**config.mk**
```make
export PLATFORM = sky130hd
export DESIGN_NAME = fifo_flags
export DESIGN_NICKNAME = d
export VERILOG_FILES = /design/src/rtl/fifo_flags.sv
export SDC_FILE = /design/constraint.sdc
export NUM_CORES = 1
export LEC_CHECK = 0
export BUFFER_PORTS_ARGS = -buffer_cell sky130_fd_sc_hd__buf_2
export CORE_UTILIZATION = 50
export DETAILED_ROUTE_END_ITERATION = 10
export HOLD_SLACK_MARGIN = 0.03
export PLACE_DENSITY = 0.7
export SYNTH_ARGS = -nofsm -noshare
export SYNTH_HDL_FRONTEND = slang
export SYNTH_SLANG_ARGS = --single-unit
```
**constraint.sdc**
```tcl
create_clock -name clk -period 2.4 [get_ports clk]
set_clock_uncertainty 0.15 [all_clocks]
set_input_delay 0.12 -clock clk [delete_from_list [all_inputs] [get_ports clk]]
set_output_delay 0.12 -clock clk [all_outputs]
set_load 0.05 [all_outputs]
```
**src/rtl/fifo_flags.sv**
```systemverilog
// Single-clock FIFO with occupancy count, programmable almost-full/almost-empty
// flags, a registered read-valid strobe and sticky overflow/underflow errors.
module fifo_flags #(
  parameter int DATA_WIDTH      = 8,
  parameter int DATA_SIZE       = 16,
  parameter int AFULL_LEVEL     = DATA_SIZE - 2,
  parameter int AEMPTY_LEVEL    = 2,
  parameter int DATA_SIZE_WIDTH = $clog2(DATA_SIZE),
  parameter int COUNT_WIDTH     = $clog2(DATA_SIZE + 1)
) (
  input  logic                       clk,
  input  logic                       rst,
  input  logic                       en_write,
  input  logic                       en_read,
  input  logic                       clr_err,
  input  logic [DATA_WIDTH-1:0]      in,
  output logic [DATA_WIDTH-1:0]      out,
  output logic                       out_valid,
  output logic                       empty,
  output logic                       full,
  output logic                       almost_empty,
  output logic                       almost_full,
  output logic [COUNT_WIDTH-1:0]     count,
  output logic [DATA_SIZE_WIDTH-1:0] head,
  output logic [DATA_SIZE_WIDTH-1:0] tail,
  output logic                       overflow,
  output logic                       underflow
);

  localparam logic [DATA_SIZE_WIDTH-1:0] PTR_LAST   = DATA_SIZE_WIDTH'(DATA_SIZE - 1);
  localparam logic [DATA_SIZE_WIDTH-1:0] PTR_ONE    = DATA_SIZE_WIDTH'(1);
  localparam logic [COUNT_WIDTH-1:0]     COUNT_MAX  = COUNT_WIDTH'(DATA_SIZE);
  localparam logic [COUNT_WIDTH-1:0]     COUNT_ONE  = COUNT_WIDTH'(1);
  localparam logic [COUNT_WIDTH-1:0]     AFULL_CNT  = COUNT_WIDTH'(AFULL_LEVEL);
  localparam logic [COUNT_WIDTH-1:0]     AEMPTY_CNT = COUNT_WIDTH'(AEMPTY_LEVEL);

  logic [DATA_WIDTH-1:0]      mem [DATA_SIZE];
  logic [DATA_WIDTH-1:0]      rd_data_reg;
  logic                       rd_seen_reg;

  logic [DATA_SIZE_WIDTH-1:0] head_reg, head_next;
  logic [DATA_SIZE_WIDTH-1:0] tail_reg, tail_next;
  logic [COUNT_WIDTH-1:0]     count_reg, count_next;
  logic                       out_valid_reg;
  logic                       overflow_reg, overflow_next;
  logic                       underflow_reg, underflow_next;

  logic                       empty_w, full_w;
  logic                       wr_ok, rd_ok;

  always_comb begin
    empty_w = (count_reg == '0);
    full_w  = (count_reg == COUNT_MAX);
    rd_ok   = en_read & ~empty_w;
    // A read in the same cycle frees the slot this write needs when full.
    wr_ok   = en_write & (~full_w | rd_ok);

    head_next = head_reg;
    if (rd_ok) begin
      head_next = (head_reg == PTR_LAST) ? '0 : head_reg + PTR_ONE;
    end

    tail_next = tail_reg;
    if (wr_ok) begin
      tail_next = (tail_reg == PTR_LAST) ? '0 : tail_reg + PTR_ONE;
    end

    count_next = count_reg;
    case ({wr_ok, rd_ok})
      2'b10:   count_next = count_reg + COUNT_ONE;
      2'b01:   count_next = count_reg - COUNT_ONE;
      default: count_next = count_reg;
    endcase

    // A fresh error in the clearing cycle takes priority over the clear.
    overflow_next  = (overflow_reg  & ~clr_err) | (en_write & ~wr_ok);
    underflow_next = (underflow_reg & ~clr_err) | (en_read  & ~rd_ok);
  end

  // Storage and its read register carry no reset so they map onto block RAM.
  always_ff @(posedge clk) begin
    if (wr_ok) begin
      mem[tail_reg] <= in;
    end
    if (rd_ok) begin
      rd_data_reg <= mem[head_reg];
    end
  end

  always_ff @(posedge clk or negedge rst) begin
    if (!rst) begin
      head_reg      <= '0;
      tail_reg      <= '0;
      count_reg     <= '0;
      out_valid_reg <= 1'b0;
      rd_seen_reg   <= 1'b0;
      overflow_reg  <= 1'b0;
      underflow_reg <= 1'b0;
    end else begin
      head_reg      <= head_next;
      tail_reg      <= tail_next;
      count_reg     <= count_next;
      out_valid_reg <= rd_ok;
      rd_seen_reg   <= rd_seen_reg | rd_ok;
      overflow_reg  <= overflow_next;
      underflow_reg <= underflow_next;
    end
  end

  // Until the first read after reset the RAM register is undefined; show zero.
  assign out          = rd_seen_reg ? rd_data_reg : '0;
  assign out_valid    = out_valid_reg;
  assign empty        = empty_w;
  assign full         = full_w;
  assign almost_empty = (count_reg <= AEMPTY_CNT);
  assign almost_full  = (count_reg >= AFULL_CNT);
  assign count        = count_reg;
  assign head         = head_reg;
  assign tail         = tail_reg;
  assign overflow     = overflow_reg;
  assign underflow    = underflow_reg;

endmodule

```
==> flow_summary.ini <==
[run_status]
outcome = complete, no violations

[cells_and_area]
fin_nets = 425
syn_to_final_growth_pct = 19.3
drive_above_1_share_pct = 34.4
largest_reg_flops = 128
antenna_cells = 0

[critical_path]
regToRegSetupSlack_ps = 120
reg2reg_depth = 8
start_kind = flip-flop
crit_fanout = 7
timing.rr.end = count[3]$_DFFE_PN0P_
worstSetupEndpointType = flip-flop
critPathRequiredTime_ps = 2550
rr_startpoint = count[1]$_DFFE_PN0P_
critPathKind = flip-flop to flip-flop
arrival_ps = 2420

[timing]
fin_ws_ps = 123
layout_worst_path_cycle_share_pct = 94.9
finalSetupViolations = 0
fin_setup_tns_ps = 0
layout_min_cycle_time_ps = 2280
grt_setup_unrepaired = no
hold_viol_final = 0
slew_headroom_pct = 37.4
fmax_mhz = 439
final-max-slew-violation-count = 0
worstMarginPinSlew_ps = 936

[grt]
grt_first_pass_wirelength_um = 17700
grtUsageMet1_pct = 26.9
antenna_found_initial = 0
grtUsageMet3_pct = 4.82
grt_max_degree = 39
grt_use_met2_pct = 29.6
busiest_layer = met2
grt_pass1_vias = 3174
gr-usage-all-layers_pct = 19.5
globalRoute.totalOverflow = 0

[route]
routed_wl_um = 11000
postRouteAntennaNets = 0
wire_per_inst_um = 18.8
drcViolationCount = 0
drt_iter0_markers = 221
viasPerCell = 5.34
route.vias.total = 3121
drt_pass1_iterations = 4

[logic_synthesis]
synth_cell_types = 44
synth_warnings = 0
synth-edff-count = 136
netlist_area_mm2 = 0.00620
synth_area_leaders = edfxtp_1 66%, mux4_2 12%, dfrtp_1 6.9%
synth-async-reset-ratio_pct = 11.1
syn_inst = 331
syn-num-nets = 353
synth_ff_type = edfxtp_1
seq_area_frac_synth_pct = 72.7
yosysTopAreaCell = edfxtp_1
ys_ff_latch = 153
avgSynthCellArea_um2 = 18.7
yosysTopAreaCellShare_pct = 65.9

[cts]
clk_pin_slew_ps = 60
cts_sinks = 153
cts_tree = done
cts_buffers = 17
cts_root_buf = clkbuf_16
cts_buffer_depth = 2
clk_latency_ps = 420
h-tree-depth = 4

[placement]
io_buffers = 40
place.gp.congestion = 0.842
place_hpwl_um = 7210
pre_cts_ws_ps = 77.2

[die]
die_h_um = 113
ioPinCount = 41
start_util_pct = 51.4
core_area_mm2 = 0.0121
die_area_mm2 = 0.0129
row_count = 40
die_w_um = 113

[hold_path]
hp-start = underflow$_DFF_PN0_
hold_path_depth = 1
holdPathEnd = underflow$_DFF_PN0_
hold_class = flip-flop to flip-flop

[flow_run]
maxCapViolations = 0

[power]
p_per_area_mw_per_mm2 = 1250
peakVddDrop_v = 0.000508
power_uw = 9210
p_leak_uw = 0.00258
-- cell usage in the layout (no fill, tap or decap), types with 9 or more instances in the layout --
cell / count
mux4_2: 32
buf_2: 40
dlygate4sd3_1: 14
and2_1: 9
a22oi_1: 16
edfxtp_1: 136
buf_4: 10
nor2_1: 16
clkbuf_16: 17
dfrtp_1: 11
nand2_1: 15
-- how the worst max path moves through the flow --
stage                              start              endpoint  cells after the start
detailed placement  count[1]$_DFFE_PN0P_  count[4]$_DFFE_PN0P_                      9
finish              count[1]$_DFFE_PN0P_  count[3]$_DFFE_PN0P_                      8
global route                     en_read  mem[13][5]$_DFFE_PP_                      7
CTS                             en_write  count[4]$_DFFE_PN0P_                     10
global placement    count[3]$_DFFE_PN0P_  count[4]$_DFFE_PN0P_                      9
floorplan           count[4]$_DFFE_PN0P_  count[4]$_DFFE_PN0P_                      9
-- worst max-delay path, cell delays in order, from the launching register on --
cell and delay [ps]:
dfrtp_2 430, buf_6 140, nor2_1 260, a21oi_4 140
ha_1 300, a21o_2 210, a21oi_1 170, xnor2_1 70
mux2_1 280
-- synthesized netlist by cell type (3+ instances only) --
master and number:
xnor2_1 5, a22oi_1 16, clkbuf_1 6, nor2_1 16
mux4_2 32, dfrtp_1 17, a22o_1 3, nand2b_1 4
and2_1 9, edfxtp_1 136, inv_1 9, nand3_1 5
a21oi_1 4, nand2_1 15, ha_1 8, nor3_1 7
-- layer usage --
layer  up-vias  routed length, um
met5         -                  0
met4         0                130
met3         6                632
met2        78               5360
met1      1574               4870
li1       1463                  -
-- where the power goes --
group | internal (uW) | leakage [uW] | switching [uW]
Sequential | 3330 | 0.00143 | 228
Combinational | 1270 | 0.000908 | 2020
Clock | 1320 | 0.000240 | 1040
Total | 5930 | 0.00258 | 3290
-- cells by family after synthesis --
kind of cell	share of synthesized area (%)
flip-flops	72.7
AND/OR/NAND/NOR	5.37
AO/OA/AOI/OAI	4.88
multiplexers	12.5
buffers and inverters	1.88
adder cells (fa/ha/maj)	1.94
XOR/XNOR	0.706
-- final cells by class --
| cell class | count | area, um2 |
|---|---|---|
| flip-flops and latches | 153 | 4520 |
| multi-input cells | 154 | 1630 |
| repair buffers | 68 | 478 |
| clock buffers | 18 | 429 |
| fillers | 889 | 4660 |
| inverters | 9 | 33.8 |
| well taps | 168 | 210 |
| clock inverters | 14 | 101 |
-- repair_timing --
action / CTS / global route
resized for setup: 0 / 2
buffers inserted: 0 / 1
hold buffers: 14 / 0
endpoints found under the hold margin: 150 / 0
endpoints found under the setup margin: 0 / 1
-- per-stage QoR --
step           instance area (um2)  utilization (%)  hold WS, ps  cells
2_1_floorplan                 6270                -         -326    331
3_3_place_gp                  6710             55.7        -82.7    537
3_5_place_dp                  6710             55.7        -76.7    537
4_1_cts                       7380             61.2          368    583
5_1_grt                       7400             61.3          415    584
6_report                      7400             61.3          383    584
(Power assumes the default switching activity.)
